[src/rtl/decode_pipeline_unit_pkg.sv]
// Shared types for the decode stage: instruction fields, control bundle, opcode map.
// Pure declarations; no logic.
package signals;

    localparam int WIDTH = 32;

    typedef enum logic [1:0] {DEST_RT = 2'd0, DEST_RD = 2'd1, DEST_R31 = 2'd2} dest_sel_e;
    typedef enum logic [1:0] {IMM_SIGN = 2'd0, IMM_ZERO = 2'd1, IMM_UPPER = 2'd2} imm_ext_e;
    typedef enum logic [1:0] {BR_NONE = 2'd0, BR_EQ = 2'd1, BR_NE = 2'd2} branch_e;
    typedef enum logic [1:0] {JMP_NONE = 2'd0, JMP_J = 2'd1, JMP_JR = 2'd2} jump_e;

    typedef enum logic [3:0] {
        ALU_ADD  = 4'd0,
        ALU_ADDU = 4'd1,
        ALU_SUB  = 4'd2,
        ALU_AND  = 4'd3,
        ALU_OR   = 4'd4,
        ALU_XOR  = 4'd5,
        ALU_NOR  = 4'd6,
        ALU_SLT  = 4'd7,
        ALU_SLTU = 4'd8,
        ALU_LUI  = 4'd9,
        ALU_FUNCT = 4'd15
    } alu_op_e;

    typedef struct packed {
        logic [5:0]  opcode;
        logic [4:0]  rs;
        logic [4:0]  rt;
        logic [4:0]  rd;
        logic [4:0]  shamt;
        logic [5:0]  funct;
        logic [15:0] imm;
        logic [25:0] jaddr;
    } unpack_t;

    typedef struct packed {
        logic      write_reg;
        dest_sel_e dest_sel;
        logic      alu_src_imm;
        imm_ext_e  imm_ext;
        alu_op_e   alu_op;
        logic      mem_read;
        logic      mem_write;
        logic      mem_to_reg;
        branch_e   branch;
        jump_e     jump;
        logic      link;
        logic      illegal;
    } control_t;

    localparam logic [5:0] OP_SPECIAL = 6'b000000;
    localparam logic [5:0] OP_J       = 6'b000010;
    localparam logic [5:0] OP_JAL     = 6'b000011;
    localparam logic [5:0] OP_BEQ     = 6'b000100;
    localparam logic [5:0] OP_BNE     = 6'b000101;
    localparam logic [5:0] OP_ADDI    = 6'b001000;
    localparam logic [5:0] OP_ADDIU   = 6'b001001;
    localparam logic [5:0] OP_SLTI    = 6'b001010;
    localparam logic [5:0] OP_SLTIU   = 6'b001011;
    localparam logic [5:0] OP_ANDI    = 6'b001100;
    localparam logic [5:0] OP_ORI     = 6'b001101;
    localparam logic [5:0] OP_XORI    = 6'b001110;
    localparam logic [5:0] OP_LUI     = 6'b001111;
    localparam logic [5:0] OP_LW      = 6'b100011;
    localparam logic [5:0] OP_SW      = 6'b101011;
    localparam logic [5:0] FUNCT_JR   = 6'b001000;

endpackage

[src/rtl/decode_pipeline_unit_if.sv]
// Fetch-to-decode bundle plus the decoded view handed to the rest of the stage.
// master drives stall/nullify/in_*, slave (the decode unit) drives out_*/unpack/ctl.
interface decode_pipeline_unit_if;
    import signals::*;

    logic        stall;
    logic        nullify;
    logic [31:0] in_pc;
    logic [31:0] in_pcadd4;
    logic [31:0] in_instruction;
    logic [31:0] out_pc;
    logic [31:0] out_pcadd4;
    logic [31:0] out_instruction;
    unpack_t     unpack;
    control_t    ctl;

    modport master (
        output stall, nullify, in_pc, in_pcadd4, in_instruction,
        input  out_pc, out_pcadd4, out_instruction, unpack, ctl
    );

    modport slave (
        input  stall, nullify, in_pc, in_pcadd4, in_instruction,
        output out_pc, out_pcadd4, out_instruction, unpack, ctl
    );
endinterface

[src/rtl/decode_pipeline_unit_decoder.sv]
// Main-opcode decoder: combinational, zero latency, no flow control.
// Unknown opcodes yield an all-zero bundle with only illegal set.
module opcode_decoder
    import signals::*;
(
    input  logic [5:0] i_opcode,
    input  logic [5:0] i_funct,
    output control_t   o_ctl
);
    always_comb begin
        o_ctl = '0;
        case (i_opcode)
            OP_SPECIAL: begin
                o_ctl.write_reg = 1'b1;
                o_ctl.dest_sel  = DEST_RD;
                o_ctl.alu_op    = ALU_FUNCT;
                if (i_funct == FUNCT_JR) begin
                    o_ctl.write_reg = 1'b0;
                    o_ctl.jump      = JMP_JR;
                end
            end
            OP_ADDI:  begin o_ctl.write_reg = 1'b1; o_ctl.alu_src_imm = 1'b1; o_ctl.alu_op = ALU_ADD;  end
            OP_ADDIU: begin o_ctl.write_reg = 1'b1; o_ctl.alu_src_imm = 1'b1; o_ctl.alu_op = ALU_ADDU; end
            OP_SLTI:  begin o_ctl.write_reg = 1'b1; o_ctl.alu_src_imm = 1'b1; o_ctl.alu_op = ALU_SLT;  end
            OP_SLTIU: begin o_ctl.write_reg = 1'b1; o_ctl.alu_src_imm = 1'b1; o_ctl.alu_op = ALU_SLTU; end
            OP_ANDI: begin
                o_ctl.write_reg = 1'b1; o_ctl.alu_src_imm = 1'b1;
                o_ctl.alu_op = ALU_AND; o_ctl.imm_ext = IMM_ZERO;
            end
            OP_ORI: begin
                o_ctl.write_reg = 1'b1; o_ctl.alu_src_imm = 1'b1;
                o_ctl.alu_op = ALU_OR; o_ctl.imm_ext = IMM_ZERO;
            end
            OP_XORI: begin
                o_ctl.write_reg = 1'b1; o_ctl.alu_src_imm = 1'b1;
                o_ctl.alu_op = ALU_XOR; o_ctl.imm_ext = IMM_ZERO;
            end
            OP_LUI: begin
                o_ctl.write_reg = 1'b1; o_ctl.alu_src_imm = 1'b1;
                o_ctl.alu_op = ALU_LUI; o_ctl.imm_ext = IMM_UPPER;
            end
            OP_LW: begin
                o_ctl.write_reg = 1'b1; o_ctl.alu_src_imm = 1'b1; o_ctl.alu_op = ALU_ADDU;
                o_ctl.mem_read = 1'b1; o_ctl.mem_to_reg = 1'b1;
            end
            OP_SW: begin
                o_ctl.alu_src_imm = 1'b1; o_ctl.alu_op = ALU_ADDU; o_ctl.mem_write = 1'b1;
            end
            OP_BEQ: begin o_ctl.alu_op = ALU_SUB; o_ctl.branch = BR_EQ; end
            OP_BNE: begin o_ctl.alu_op = ALU_SUB; o_ctl.branch = BR_NE; end
            OP_J:   o_ctl.jump = JMP_J;
            OP_JAL: begin
                o_ctl.jump = JMP_J; o_ctl.link = 1'b1;
                o_ctl.write_reg = 1'b1; o_ctl.dest_sel = DEST_R31;
            end
            default: o_ctl.illegal = 1'b1;
        endcase
    end
endmodule

[src/rtl/decode_pipeline_unit_preg.sv]
// Fetch/decode pipeline register: 1-cycle latency, nullify loads a bubble.
// stall holds contents; nullify overrides stall.
module decode_pipeline_unit_preg #(
    parameter int WIDTH = 32
) (
    input  logic             clk,
    input  logic             reset,
    input  logic             i_stall,
    input  logic             i_nullify,
    input  logic [WIDTH-1:0] i_pc,
    input  logic [WIDTH-1:0] i_pcadd4,
    input  logic [WIDTH-1:0] i_instruction,
    output logic [WIDTH-1:0] o_pc,
    output logic [WIDTH-1:0] o_pcadd4,
    output logic [WIDTH-1:0] o_instruction
);
    logic [WIDTH-1:0] r_pc;
    logic [WIDTH-1:0] r_pcadd4;
    logic [WIDTH-1:0] r_instruction;

    // An all-zero instruction word is sll $0,$0,0, so a bubble decodes as a NOP.
    always_ff @(posedge clk or negedge reset) begin
        if (!reset) begin
            r_pc          <= '0;
            r_pcadd4      <= '0;
            r_instruction <= '0;
        end else if (i_nullify) begin
            r_pc          <= '0;
            r_pcadd4      <= '0;
            r_instruction <= '0;
        end else if (!i_stall) begin
            r_pc          <= i_pc;
            r_pcadd4      <= i_pcadd4;
            r_instruction <= i_instruction;
        end
    end

    assign o_pc          = r_pc;
    assign o_pcadd4      = r_pcadd4;
    assign o_instruction = r_instruction;
endmodule

[src/rtl/decode_pipeline_unit.sv]
// MIPS decode-stage core: latches the fetch bundle (1 cycle) and decodes it combinationally.
// stall holds the latched instruction; nullify replaces it with a NOP bubble.
module decode_pipeline_unit
    import signals::*;
#(
    parameter int WIDTH = 32
) (
    input  logic                  clk,
    input  logic                  reset,
    decode_pipeline_unit_if.slave bus
);
    logic [WIDTH-1:0] w_instruction;

    decode_pipeline_unit_preg #(.WIDTH(WIDTH)) u_preg (
        .clk           (clk),
        .reset         (reset),
        .i_stall       (bus.stall),
        .i_nullify     (bus.nullify),
        .i_pc          (bus.in_pc),
        .i_pcadd4      (bus.in_pcadd4),
        .i_instruction (bus.in_instruction),
        .o_pc          (bus.out_pc),
        .o_pcadd4      (bus.out_pcadd4),
        .o_instruction (w_instruction)
    );

    assign bus.out_instruction = w_instruction;

    assign bus.unpack.opcode = w_instruction[31:26];
    assign bus.unpack.rs     = w_instruction[25:21];
    assign bus.unpack.rt     = w_instruction[20:16];
    assign bus.unpack.rd     = w_instruction[15:11];
    assign bus.unpack.shamt  = w_instruction[10:6];
    assign bus.unpack.funct  = w_instruction[5:0];
    assign bus.unpack.imm    = w_instruction[15:0];
    assign bus.unpack.jaddr  = w_instruction[25:0];

    opcode_decoder u_dec (
        .i_opcode (w_instruction[31:26]),
        .i_funct  (w_instruction[5:0]),
        .o_ctl    (bus.ctl)
    );
endmodule

[src/flat_wrapper.sv]
// flat-port wrapper written by rule: the top's interface ports become plain ports
module decode_pipeline_unit_flat import signals::*;
#(
    parameter int WIDTH = 32
)
  (clk, reset, bus_stall, bus_nullify, bus_in_pc, bus_in_pcadd4, bus_in_instruction, bus_out_pc, bus_out_pcadd4, bus_out_instruction, bus_unpack, bus_ctl);
  decode_pipeline_unit_if bus_i ();
  input  logic clk;
  input  logic reset;
  input wire logic [$bits(bus_i.stall)-1:0] bus_stall;
  input wire logic [$bits(bus_i.nullify)-1:0] bus_nullify;
  input wire logic [$bits(bus_i.in_pc)-1:0] bus_in_pc;
  input wire logic [$bits(bus_i.in_pcadd4)-1:0] bus_in_pcadd4;
  input wire logic [$bits(bus_i.in_instruction)-1:0] bus_in_instruction;
  output wire logic [$bits(bus_i.out_pc)-1:0] bus_out_pc;
  output wire logic [$bits(bus_i.out_pcadd4)-1:0] bus_out_pcadd4;
  output wire logic [$bits(bus_i.out_instruction)-1:0] bus_out_instruction;
  output wire logic [$bits(bus_i.unpack)-1:0] bus_unpack;
  output wire logic [$bits(bus_i.ctl)-1:0] bus_ctl;
  assign bus_i.stall = bus_stall;
  assign bus_i.nullify = bus_nullify;
  assign bus_i.in_pc = bus_in_pc;
  assign bus_i.in_pcadd4 = bus_in_pcadd4;
  assign bus_i.in_instruction = bus_in_instruction;
  assign bus_out_pc = bus_i.out_pc;
  assign bus_out_pcadd4 = bus_i.out_pcadd4;
  assign bus_out_instruction = bus_i.out_instruction;
  assign bus_unpack = bus_i.unpack;
  assign bus_ctl = bus_i.ctl;
  decode_pipeline_unit #(.WIDTH(WIDTH)) u_core (.clk(clk), .reset(reset), .bus(bus_i));
endmodule
[config.mk]
export PLATFORM = sky130hd
export DESIGN_NAME = decode_pipeline_unit_flat
export DESIGN_NICKNAME = d
export VERILOG_FILES = /design/src/rtl/decode_pipeline_unit_pkg.sv /design/src/rtl/decode_pipeline_unit_if.sv /design/src/rtl/decode_pipeline_unit_decoder.sv /design/src/rtl/decode_pipeline_unit_preg.sv /design/src/rtl/decode_pipeline_unit.sv /design/src/flat_wrapper.sv
export SDC_FILE = /design/constraint.sdc
export NUM_CORES = 1
export LEC_CHECK = 0
export ABC_AREA = 1
export CORE_AREA = 2 2 112 114
export CTS_BUF_LIST = sky130_fd_sc_hd__clkbuf_16
export DETAILED_ROUTE_END_ITERATION = 6
export DIE_AREA = 0 0 114 116
export GPL_ROUTABILITY_DRIVEN = 0
export PLACE_DENSITY_LB_ADDON = 0.05
export SYNTH_ARGS = -nofsm -noshare
export SYNTH_HDL_FRONTEND = slang
export SYNTH_HIERARCHICAL = 1
export SYNTH_SLANG_ARGS = --single-unit
[constraint.sdc]
create_clock -name clk -period 2.4 [get_ports clk]
set_input_delay 0.36 -clock clk [delete_from_list [all_inputs] [get_ports clk]]
set_output_delay 0.36 -clock clk [all_outputs]
set_load 0.01 [all_outputs]
==> results.py <==
metrics = {
    "logic_synthesis": {
        "synth_common_cells": "nand2_1, nand3_1, dfrtp_1",
        "async_flop_share_pct": 100.0,
        "synth_top_area_share_pct": 51.21,
        "synth_top_area_cell": "dfrtp_1",
        "synthesis.area_mm2": 0.004691,
        "synthTopCellsByArea": "dfrtp_1, nand2_1, buf_4",
        "syn_nets": 668,
        "synth.most_common_cell": "nand2_1",
        "ys_ff_latch": 96,
        "synth_warnings": 6,
        "synthFlopType": "dfrtp_1",
        "syn_area_per_cell_um2": 8.258,
        "netlist_instances": 568,
        "synth_edf_count": 0,
        "yosysSeqAreaShare_pct": 51.21,
        "synth_cell_types": 18,
    },
    "critical_path": {
        "ff2ff_path_depth": 3,
        "critical_path_class": "reg2out",
        "reg2reg_to": "u_core/u_preg/o_instruction[31]$_DFFE_PN0P_",
        "cp.required_ns": 2.04,
        "worstPathArrival_ns": 1.91,
        "end_kind": "output pin",
        "crit_start": "u_core/u_preg/o_instruction[31]$_DFFE_PN0P_",
        "reg2reg_slack_ns": 1.57,
        "r2r_start": "u_core/u_preg/o_instruction[31]$_DFFE_PN0P_",
        "critPathMaxFanout": 5,
        "startpoint_type": "flop",
    },
    "sta": {
        "period_needed_ns": 2.273,
        "hold_viol_final": 0,
        "fin_setup_tns_ns": 0,
        "post-route-period-util_pct": 94.69,
        "finalHoldWorstSlack_ns": 0.008268,
        "rsz0062_at_grt": "no",
        "tightest_slew_ns": 0.5916,
        "setup_viol": 0,
        "slew_headroom_pct": 60.56,
        "drv_slew": 0,
        "fmax_mhz": 440.0,
        "fin_skew_ns": 0,
    },
    "finish": {
        "diodes": 0,
        "layout-drive-gt1-share_pct": 6.049,
        "nets": 872,
        "area_growth_pct": 59.86,
        "finish.instance_area_mm2": 0.007498,
    },
    "grt": {
        "grt_overflow_total": 0,
        "track_usage_pct": 21.61,
        "grt_max_degree": 80,
        "grt_pass1_wl_um": 22580,
        "antenna_found_initial": 0,
        "grt_pass1_vias": 4269,
    },
    "floorplanning": {
        "rows": 40,
        "die_x_um": 114,
        "die_y_um": 116,
        "die_area_mm2": 0.01322,
        "initial_utilization_pct": 39.38,
        "ios": 289,
        "core_mm2": 0.01191,
    },
    "pwr": {
        "peakVddDrop_mv": 0.3479,
        "power_density_mw_per_mm2": 563.2,
        "p_leak_nw": 3.638,
    },
    "placed_design": {
        "hpwl_um": 10400,
        "dpl_cell_area_mm2": 0.007121,
        "io_buffer_count": 288,
    },
    "routing": {
        "via_per_inst": 4.803,
        "drt_iter0_markers": 366,
        "routed_wl_um": 14670,
        "firstDrtPassIters": 4,
        "routedWlPerCell_um": 15.88,
        "num_vias": 4438,
        "route.detailed.drc": 0,
        "ant_nets": 0,
    },
    "job": {
        "drv_cap": 0,
    },
    "cts": {
        "clkTransAtPathRegs_ns": 0.07,
        "ctsHtreeMaxLevel": 3,
        "cts_buffers": 9,
        "ctsHoldBuffers": 0,
        "cts.sinks": 96,
        "clockBufferDepth": 2,
        "clkLatencyLatePin_ns": 0.33,
        "cts.root.buffer_cell": "clkbuf_16",
        "cts_tree": "built",
    },
    "run_status": {
        "outcome": "finished, final reports clean",
    },
    "worst_hold_path": {
        "hp-class": "in2async",
    },
}
final cells by class:
type / count / area (um^2)
multi-input cells: 347 / 1493
clock inverters: 7 / 86.33
fillers: 1033 / 4413
inverters: 17 / 63.81
flip-flops and latches: 96 / 2409
clock buffers: 9 / 225.2
well taps: 147 / 183.9
repair buffers: 301 / 3038
worst max path at each step:
stage | cells past startpoint | to | slack, ns
floorplan | 4 | bus_ctl[0] | 0.89
global placement | 6 | bus_ctl[18] | 0.33
detailed placement | 6 | bus_ctl[18] | 0.24
CTS | 8 | bus_ctl[0] | 0.01
global route | 5 | bus_ctl[5] | 0.03
finish | 5 | bus_ctl[5] | 0.13
kinds of logic after synthesis:
logic type	count (synthesis)	share of synthesized area, %
buf+inv	125	17.18
simple gates	346	31.48
compound gates	1	0.1335
flops	96	51.21
registers in the layout, summed over array words and instances (netlist names):
| register | cells |
|---|---|
| u_core/u_preg/o_pcadd4 | 32 |
| u_core/u_preg/o_pc | 32 |
| u_core/u_preg/o_instruction | 32 |
critical path, stage by stage (launching register included):
cell and delay, ns:
dfrtp_1 0.41, buf_4 0.17, inv_1 0.07, nand2_1 0.11, nor4_1 0.24, clkdlybuf4s50_1 0.59
per-layer routing:
| metal | global-route usage, % | vias up | share of wire, % |
|---|---|---|---|
| met2 | 38.17 | 186 | 51 |
| met3 | 7.793 | 16 | 9.9 |
| met1 | 25.06 | 2104 | 38 |
| met5 | 0 | - | 0 |
| met4 | 5.528 | 0 | 1.1 |
| li1 | - | 2132 | - |
placed cells by master (no fill, tap or decap), types with 3 or more instances in the layout:
| cell type | Yosys | routed |
|---|---|---|
| buf_12 | 0 | 4 |
| buf_4 | 83 | 11 |
| clkbuf_16 | 0 | 9 |
| clkdlybuf4s50_1 | 0 | 281 |
| dfrtp_1 | 96 | 91 |
| dfrtp_2 | 0 | 5 |
| dlymetal6s2s_1 | 0 | 5 |
| inv_1 | 12 | 12 |
| inv_2 | 5 | 5 |
| nand2_1 | 207 | 207 |
| nand3_1 | 111 | 111 |
| nand4_1 | 3 | 3 |
| nor2_1 | 15 | 13 |
| nor2_2 | 3 | 4 |
power by group:
group	switching [mW]	total (mW)	internal, mW
registers	0.0767	1.79	1.71
logic	0.398	0.921	0.523
clock network	0.612	1.52	0.905
through the flow:
| stage | cells | setup slack (ns) | util, % | total power [mW] |
|---|---|---|---|---|
| global route | 924 | 0.02596 | 62.95 | 4.402 |
| global placement | 903 | 0.3322 | 59.78 | 2.720 |
| CTS | 919 | 0.01003 | 62.47 | 4.267 |
| floorplan | 568 | 0.8861 | - | 2.194 |
| finish | 924 | 0.1274 | 62.95 | 4.223 |
| detailed placement | 903 | 0.2394 | 59.78 | 2.734 |
what timing repair did:
| item | 4_1_cts | 5_1_grt |
|---|---|---|
| pin swaps | 0 | 1 |
| endpoints found under the setup margin | 7 | 11 |
| endpoints found under the hold margin | 0 | 0 |
| buffers inserted | 0 | 5 |
| resized for setup | 3 | 12 |
Note: power is estimated with default switching activity, not from simulation.
